<file path="config.mk">
export PLATFORM = sky130hd
export DESIGN_NAME = alu_arbiter
export DESIGN_NICKNAME = d
export VERILOG_FILES = /design/src/rtl/alu_arb_pkg.sv /design/src/rtl/alu_arb_tag_fifo.sv /design/src/rtl/alu_arbiter.sv
export SDC_FILE = /design/constraint.sdc
export NUM_CORES = 1
export LEC_CHECK = 0
export CORE_MARGIN = 4
export CORE_UTILIZATION = 43
export DETAILED_ROUTE_END_ITERATION = 16
export GPL_TIMING_DRIVEN = 0
export PLACE_DENSITY = 0.89
export REMOVE_ABC_BUFFERS = 1
export SLEW_MARGIN = 20
export SYNTH_ARGS = -nofsm -noshare
export SYNTH_HDL_FRONTEND = slang
export SYNTH_SLANG_ARGS = --single-unit
</file>
<file path="constraint.sdc">
create_clock -name clk -period 5.4 [get_ports clk]
set_input_delay 1.08 -clock clk [delete_from_list [all_inputs] [get_ports clk]]
set_output_delay 1.08 -clock clk [all_outputs]
set_load 0.01 [all_outputs]
</file>
<file path="src/rtl/alu_arb_pkg.sv">
// Shared definitions for the ALU arbiter: default sizing, op encoding and the
// operand bundle handed to the shared ALU.
package alu_arb_pkg;

    localparam int DEF_N_REQ     = 4;
    localparam int DEF_TAG_DEPTH = 4;

    localparam logic OP_ADD = 1'b0;
    localparam logic OP_SUB = 1'b1;

    typedef struct packed {
        logic [7:0] a;
        logic [7:0] b;
        logic       op;
    } alu_req_t;

endpackage

</file>
<file path="src/rtl/alu_arb_tag_fifo.sv">
// In-order FIFO of requester tags for operations in flight in the shared ALU.
module alu_arb_tag_fifo #(
    parameter int WIDTH = 2,
    parameter int DEPTH = 4
) (
    input  logic                     clk,
    input  logic                     reset_n,
    input  logic                     push,
    input  logic [WIDTH-1:0]         push_data,
    input  logic                     pop,
    output logic [WIDTH-1:0]         pop_data,
    output logic                     full,
    output logic                     empty,
    output logic [$clog2(DEPTH):0]   count
);

    localparam int PTR_W = $clog2(DEPTH);
    localparam int CNT_W = PTR_W + 1;

    logic [WIDTH-1:0] mem [DEPTH];
    logic [PTR_W-1:0] wr_ptr;
    logic [PTR_W-1:0] rd_ptr;
    logic             do_push;
    logic             do_pop;

    assign full     = (count == CNT_W'(DEPTH));
    assign empty    = (count == '0);
    assign do_push  = push && !full;
    assign do_pop   = pop && !empty;
    assign pop_data = mem[rd_ptr];

    // Power-of-two depth lets the pointers wrap by plain overflow.
    // NOTE: sequential state is written with <= so every flop samples pre-edge values.
    always_ff @(posedge clk) begin
        if (!reset_n) begin
            wr_ptr <= '0;
            rd_ptr <= '0;
            count  <= '0;
        end else begin
            if (do_push) wr_ptr <= wr_ptr + 1'b1;
            if (do_pop)  rd_ptr <= rd_ptr + 1'b1;
            case ({do_push, do_pop})
                2'b10:   count <= count + 1'b1;
                2'b01:   count <= count - 1'b1;
                default: ;
            endcase
        end
    end

    // NOTE: storage is deliberately not reset; count/pointers alone decide validity.
    always_ff @(posedge clk) begin
        if (do_push) mem[wr_ptr] <= push_data;
    end

endmodule

</file>
<file path="src/rtl/alu_arbiter.sv">
// Round-robin arbiter sharing one single-cycle ALU among N_REQ requesters and
// routing each result back to its originator via an in-order tag FIFO.
module alu_arbiter
    import alu_arb_pkg::*;
#(
    parameter int N_REQ     = DEF_N_REQ,
    parameter int TAG_DEPTH = DEF_TAG_DEPTH
) (
    input  logic                  clk,
    input  logic                  reset_n,
    input  logic [N_REQ-1:0]      req_vld,
    output logic [N_REQ-1:0]      req_rdy,
    input  logic [N_REQ-1:0][7:0] req_a,
    input  logic [N_REQ-1:0][7:0] req_b,
    input  logic [N_REQ-1:0]      req_op,
    output logic [N_REQ-1:0]      rsp_vld,
    output logic [7:0]            rsp_q,
    output logic [7:0]            alu_a,
    output logic [7:0]            alu_b,
    output logic                  alu_op,
    output logic                  alu_in_vld,
    input  logic [7:0]            alu_q,
    input  logic                  alu_out_vld,
    output logic                  err_unexp
);

    localparam int TAG_W = $clog2(N_REQ);
    localparam int CNT_W = $clog2(TAG_DEPTH) + 1;

    logic [TAG_W-1:0] last_grant;
    logic [TAG_W-1:0] grant_idx;
    logic             grant;
    alu_req_t         sel_req;
    alu_req_t         alu_reg;

    logic [TAG_W-1:0] tag_out;
    logic             fifo_full;
    logic             fifo_empty;
    logic [CNT_W-1:0] fifo_count;

    function automatic logic [N_REQ-1:0] rr_pick(input logic [N_REQ-1:0] vld,
                                                 input logic [TAG_W-1:0] last);
        logic [N_REQ-1:0] pick;
        logic [TAG_W-1:0] idx;
        pick = '0;
        for (int k = 1; k <= N_REQ; k++) begin
            idx = TAG_W'((int'(last) + k) % N_REQ);
            if (vld[idx] && (pick == '0)) pick[idx] = 1'b1;
        end
        return pick;
    endfunction

    // NOTE: every always_comb output gets a default first so no path can infer a latch.
    always_comb begin
        req_rdy   = '0;
        grant_idx = '0;
        // Gating on reset_n keeps req_rdy low for the whole reset, not just after it.
        if (reset_n && !fifo_full) req_rdy = rr_pick(req_vld, last_grant);
        for (int i = 0; i < N_REQ; i++) begin
            if (req_rdy[i]) grant_idx = TAG_W'(i);
        end
        sel_req.a  = req_a[grant_idx];
        sel_req.b  = req_b[grant_idx];
        sel_req.op = req_op[grant_idx];
    end

    assign grant  = |req_rdy;
    assign alu_a  = alu_reg.a;
    assign alu_b  = alu_reg.b;
    assign alu_op = alu_reg.op;

    always_ff @(posedge clk) begin
        if (!reset_n) begin
            last_grant <= TAG_W'(N_REQ - 1);
            alu_reg    <= '0;
            alu_in_vld <= 1'b0;
            rsp_vld    <= '0;
            rsp_q      <= '0;
            err_unexp  <= 1'b0;
        end else begin
            alu_in_vld <= grant;
            if (grant) begin
                last_grant <= grant_idx;
                alu_reg    <= sel_req;
            end
            rsp_vld <= '0;
            if (alu_out_vld) begin
                if (!fifo_empty) begin
                    rsp_vld <= {{(N_REQ-1){1'b0}}, 1'b1} << tag_out;
                    rsp_q   <= alu_q;
                end else begin
                    err_unexp <= 1'b1;
                end
            end
        end
    end

    alu_arb_tag_fifo #(
        .WIDTH (TAG_W),
        .DEPTH (TAG_DEPTH)
    ) u_tag_fifo (
        .clk       (clk),
        .reset_n   (reset_n),
        .push      (grant),
        .push_data (grant_idx),
        .pop       (alu_out_vld),
        .pop_data  (tag_out),
        .full      (fifo_full),
        .empty     (fifo_empty),
        .count     (fifo_count)
    );

    count_in_range: assert property (@(posedge clk) disable iff (!reset_n)
        fifo_count <= CNT_W'(TAG_DEPTH));

endmodule

</file>
==> results of run 1 <==
worst reg2reg max path, stage by stage (launching register included):
cell and delay [ps]:
dfxtp_2 490, inv_1 160, ha_1 430, mux4_2 480, nor3b_1 540, nor2_1 110, a41oi_1 350, a21boi_4 310
and2_4 220, o21ai_4 100, inv_1 100, ha_1 180, inv_1 70, fa_1 380, xor2_1 160, or3_1 320
a21boi_0 170
stage by stage:
step / std cells / area [sq um] / setup slack [ps] / power [mW]
after global routing: 493 / 4278 / -1.128 / 2.467
final: 493 / 4278 / 71.34 / 2.312
after CTS: 486 / 4192 / -145.5 / 2.218
after detailed placement: 478 / 4061 / -461.6 / 1.934
after global placement: 476 / 4030 / -677.5 / 1.858
after floorplan: 282 / 2763 / 781.3 / 1.458
power by group through the flow:
stage	clock [mW]	combinational [mW]	sequential, mW
5_1_grt	0.294	1.56	0.615
4_1_cts	0.277	1.34	0.600
2_1_floorplan	0	0.832	0.626
3_3_place_gp	0	1.26	0.600
3_5_place_dp	0	1.33	0.609
6_report	0.274	1.44	0.600
layer usage:
layer / vias to the layer above / part of all wire (%) / track usage, %
met1: 1334 / 38 / 20.28
li1: 1347 / - / -
met3: 17 / 11 / 8.514
met2: 151 / 49 / 35.09
met5: - / 0 / 0
met4: 0 / 1.8 / 5.492
sequential cells by signal, summed over array words and instances (netlist names), named ones only:
signal / count
alu_b: 8
u_tag_fifo.mem: 8
alu_a: 8
last_grant: 2
u_tag_fifo.rd_ptr: 2
err_unexp: 1
rsp_q: 8
u_tag_fifo.wr_ptr: 2
rsp_vld: 4
alu_op: 1
alu_in_vld: 1
u_tag_fifo.count: 3
cells by family after synthesis:
family | synth area share [%]
AOI/OAI and AO/OA | 29.43
xor gates and xnor gates | 1.219
adders and majority gates | 6.356
buffers and inverters | 5.703
DFF | 37.61
muxes | 6.095
and+or+nand+nor | 13.58
layout make-up:
cell class | instances | share of cell area, %
clock inverters | 3 | 1.141
clock buffers | 5 | 1.609
inverters | 14 | 1.228
flip-flops and latches | 50 | 25.30
repair buffers | 125 | 28.87
well taps | 77 | 2.252
multi-input cells | 219 | 39.60
cells in the mapped netlist, types with 8 or more instances:
cell,count
ha_1,13
a21oi_1,21
o31ai_1,18
a22oi_1,18
nand2_1,27
a21boi_0,9
a31o_2,9
inv_1,14
nor2_1,24
and2_1,9
a31o_1,8
dfxtp_1,42
edfxtp_1,8
timing repair:
action,CTS,global route
setup buffers,0,6
resized for setup,2,6
setup endpoints to repair,3,4
gates cloned,0,1
pin swaps,0,1
worst paths after layout:
check	from	endpoint	slack, ps	cells past startpoint
worst min register to register	rsp_q[4]$_SDFFE_PN0P_	rsp_q[4]$_SDFFE_PN0P_	470	2
worst max-delay path	req_vld[2]	req_rdy[3]	70	8
worst max register to register	last_grant[0]$_SDFFE_PN1P_	u_tag_fifo.count[2]$_SDFFE_PN0P_	780	16
worst min-delay path	rsp_q[4]$_SDFFE_PN0P_	rsp_q[4]$_SDFFE_PN0P_	470	2
==> key figures, run 1 <==
Synth
  – Top_reg_cell synth: dfxtp_1
  – Post-synthesis sequential area ratio: ~38%
  – Yosys Warn Count: 0
  – Avg Cell Area, Syn: ~9.6 sq um
  – Area contributors post-synth: dfxtp_1, edfxtp_1, ha_1
  – Post-synth EDFFs: 8
  – Post-Synthesis Cells: around 300
  – Ys async rst share: 0%
  – Synth area leader: dfxtp_1
  – Synth Cell Area: about 0.0029 sq mm
  – Synth unique cells: 54
  – Register bit total from synthesis: 50
  – Top cell type's share of synthesized area: 29.26%

GRT
  – Congestion Overflow GR: 0
  – Antenna violations before repair: 0
  – Vias in the first global route: 2,879
  – Largest net degree at the start of global routing: 23
  – Total GRT Usage: 19.36%
  – First-pass GRT wire length: 13,050 um

Timing
  – Worst slew pin tran: 863.3 ps
  – Setup TNS: 0 ps
  – Clock skew: around 9.1 ps
  – Final period util: between 90% and 100%
  – Final min period: between 5000 and 6000 ps
  – Hold Vio Cnt, Final: 0
  – Worst relative slew slack: 42.45%
  – Max-slew violations: 0
  – Fmax: 187.7 MHz
  – Final setup viols: 0
  – WHS: 474.3 ps

Floorplan
  – Total core area: 0.006422 sq mm
  – Number of core rows: 29
  – Die height: 89.76 um
  – Starting Density: 44.75%
  – Die width: 89.76 um
  – DIE AREA: 0.008056 sq mm
  – Io pins: 118

Detailed routing
  – WL final: 8478 um
  – DR vias: between 2,000 and 3,000
  – Drt drc: 0
  – Antenna Violating Nets Remaining: 0
  – Routed WL per cell: 17.20 um
  – Drt first pass iters: 5
  – Vias per cell: 5.779
  – Initial DRC count: 255

Outcome
  – Status: complete, no violations

Hold path
  – Hold Path Class: register to register

Layout
  – Antenna Cells: 0
  – Final Net Count: just over 500
  – Commonest non-fill, non-tap cell in the layout: clkdlybuf4s50_1
  – Final core utilization: between 60% and 70%
  – Reg area: 0.001082 sq mm
  – Multi-input logic area: 0.001694 sq mm
  – Layout cells sized above 1: between 10% and 20%
  – Commonest cells after routing, fill and taps aside: clkdlybuf4s50_1, dfxtp_1, nand2_1
  – Area Growth Syn to Fin: 48.85%
  – Fillers: 511

Placed design
  – Hpwl dp: 6074 um
  – I/O Buffers: 117
  – Final RePlAce weighted congestion: about 0.93

Setup path
  – CP max FO: 12
  – Worst Path Buf+Inv: 2
  – Slowest cell on the critical path: mux4_2
  – Crit-path most repeated cell: clkdlybuf4s50_1
  – Worst path top cell family by delay: buffers and inverters
  – CP arrival: between 4000 and 5000 ps
  – CP Capture Type: output port
  – Critical path class: input port to output port
  – Crit path launch type: input port
  – Crit-path max cell delay: roughly 650 ps
  – Cell Chain, Critical Path: clkdlybuf4s50_1, mux4_2, o21a_2, or4b_1, a211oi_4, nor2_1, nor2_4, clkdlybuf4s50_1
  – Worst Path Required: approximately 4300 ps

Clock network
  – Root Buffer: clkbuf_8
  – Worst-case clock buffer depth: 2
  – CTS tree: done
  – Number of CTS-inserted buffers: 5
  – Clk sinks: 50
  – H-Tree Depth: 2
  – Cts hold-fix bufs: 0
  – Clock-pin slew on the worst setup and hold paths: 100 ps
  – Worst-skew pair later-pin latency: 310 ps

Power and ir drop
  – Switching Share: between 40% and 50%
  – P_sw: 987.7 uW
  – Sequential share of power: 26.0%
  – Max rail drop VDD: around 0.26 mV
  – Pint: 1.325 mW
  – Pwr/cell area: 540.6 mW/mm^2
  – Clk network pwr share: 11.8%
  – Pleak: between 1.5 and 2 nW
  – Comb pwr share: 62.2%

Job
  – Max_cap viols: 0
No activity file was read; power rests on OpenSTA's default activity.
==> run 2: changes to the inputs <==
--- a/config.mk
+++ b/config.mk
@@ -11,7 +11,6 @@
 export GPL_TIMING_DRIVEN = 0
 export PLACE_DENSITY = 0.89
 export REMOVE_ABC_BUFFERS = 1
-export SLEW_MARGIN = 20
 export SYNTH_ARGS = -nofsm -noshare
 export SYNTH_HDL_FRONTEND = slang
 export SYNTH_SLANG_ARGS = --single-unit
==> run 2 against run 1 <==
Die area unchanged. Sequential power about the same. Critical path depth down 1. Cell area about the same. Largest power group unchanged.
==> key figures, run 2 (synthesis results as in run 1) <==
Job
  – Max_cap viols: 0

Placed design
  – Final RePlAce weighted congestion: 0.9259
  – Pre-CTS setup slack: -439.6 ps
  – Hpwl dp: 5985 um
  – I/O Buffers: 117
  – Post-placement cell area: 0.004043 sq mm

Detailed routing
  – Routed WL per cell: 16.84 um
  – Antenna Violating Nets Remaining: 0
  – WL final: 8319 um
  – Initial DRC count: 142
  – Drt drc: 0
  – Drt first pass iters: 4
  – Vias per cell: between 5 and 6
  – DR vias: 2,812

GRT
  – Total GRT Usage: 19.75%
  – Congestion Overflow GR: 0
  – Global route hottest layer: met2
  – Antenna violations before repair: 0
  – Met1 usage in global routing: between 20 and 25%
  – Grt met2 use: 35.71%
  – First-pass GRT wire length: 13,410 um
  – Largest net degree at the start of global routing: 23
  – Vias in the first global route: around 2,900
  – M3 GR Usage: approximately 7.3%

Timing
  – Final worst setup slack: about 20 ps
  – Fmax: 185.9 MHz
  – Final period util: between 90% and 100%
  – Setup TNS: 0 ps
  – Hold Vio Cnt, Final: 0
  – Max-slew violations: 0
  – Worst relative slew slack: 31.40%
  – Final setup viols: 0
  – Clock skew: 6.681 ps
  – RSZ-0062 raised after global routing: true
  – Final min period: 5380 ps
  – Worst slew pin tran: 1021 ps

Setup path
  – Critical path class: input port to output port
  – CP Capture Type: output port
  – CP arrival: 4300 ps
  – CP max FO: 10
  – R2R setup slack: 740 ps
  – Crit path launch type: input port
  – Worst Path Required: 4320 ps

Floorplan
  – Io pins: ~120
  – DIE AREA: 0.008056 sq mm
  – Total core area: ~0.0064 sq mm
  – Starting Density: 44.75%
  – Die width: 89.76 um
  – Number of core rows: 29
  – Die height: 89.76 um

Power and ir drop
  – Pwr/cell area: 539.0 mW/mm^2
  – Max rail drop VDD: ~0.28 mV
  – Pleak: 1.562 nW

Layout
  – Area Growth Syn to Fin: 48.93%
  – Final Net Count: 513
  – Antenna Cells: 0
  – Commonest non-fill, non-tap cell in the layout: clkdlybuf4s50_1
  – Post-route cell area: 0.004280 sq mm
  – Fillers: around 500
  – Commonest cells after routing, fill and taps aside: clkdlybuf4s50_1, dfxtp_1, nand2_1
  – Layout cells sized above 1: 11.75%

Clock network
  – Worst-skew pair later-pin latency: 310 ps
  – Clk sinks: 50
  – CTS tree: done
  – Number of CTS-inserted buffers: 5
  – Worst-case clock buffer depth: 2
  – H-Tree Depth: 2
  – Root Buffer: clkbuf_8
  – Clock-pin slew on the worst setup and hold paths: around 90 ps

Hold path
  – Hold Path Class: register to register

Outcome
  – Status: complete, no violations
==> run 2: cell count changes in the layout (fill, tap and decap cells not counted), sizes merged <==
cell,before,now
a21oi,21,22
==> run 2: worst paths after layout <==
check	from	endpoint	cells after the start
worst max-delay path	req_vld[1]	req_rdy[1]	7
worst min-delay path	rsp_q[4]$_SDFFE_PN0P_	rsp_q[4]$_SDFFE_PN0P_	2
worst max register to register	last_grant[1]$_SDFFE_PN1P_	u_tag_fifo.count[2]$_SDFFE_PN0P_	16
worst min register to register	rsp_q[4]$_SDFFE_PN0P_	rsp_q[4]$_SDFFE_PN0P_	2
==> run 2: worst max-delay path, cell delays in order <==
cell	delay, ps
clkdlybuf4s50_1	480
mux4_2	560
a21boi_2	240
a2111oi_4	540
nand4_1	330
a21oi_4	440
clkdlybuf4s50_1	620
==> run 2: metal layers <==
layer | wire length [um] | vias to the layer above
met2 | 4093 | 137
met1 | 3238 | 1307
met3 | 817 | 17
met4 | 169 | 0
met5 | 0 | -
li1 | - | 1351
==> run 2: timing repair <==
item,4_1_cts,5_1_grt
hold buffers,0,0
setup endpoints to repair,4,4
resized for setup,3,4
setup buffers,0,8
gates cloned,0,2
pin swaps,0,2
==> run 2: layout make-up <==
cell class | count | area, sq um | share of cell area (%)
multi-input combinational | 220 | 1700 | 39.73
clock buffer | 5 | 68.82 | 1.608
clock inverter | 3 | 48.80 | 1.140
timing repair buffer | 125 | 1231 | 28.76
inverter | 14 | 52.55 | 1.228
sequential | 50 | 1082 | 25.29
tap | 77 | 96.34 | 2.251
==> run 2: per-stage QoR <==
stage	instances	hold slack, ps	util, %	power (mW)
3_5_place_dp	476	467.8	62.95	1.921
5_1_grt	494	514.1	66.65	2.472
3_3_place_gp	476	454.5	62.75	1.858
6_report	494	476.8	66.65	2.307
4_1_cts	484	481.7	65.09	2.213
2_1_floorplan	282	467.7	-	1.458
==> run 2: power by group <==
| group | switching [mW] | internal, mW |
|---|---|---|
| Clock | 0.133 | 0.141 |
| Combinational | 0.771 | 0.660 |
| Sequential | 0.0778 | 0.524 |
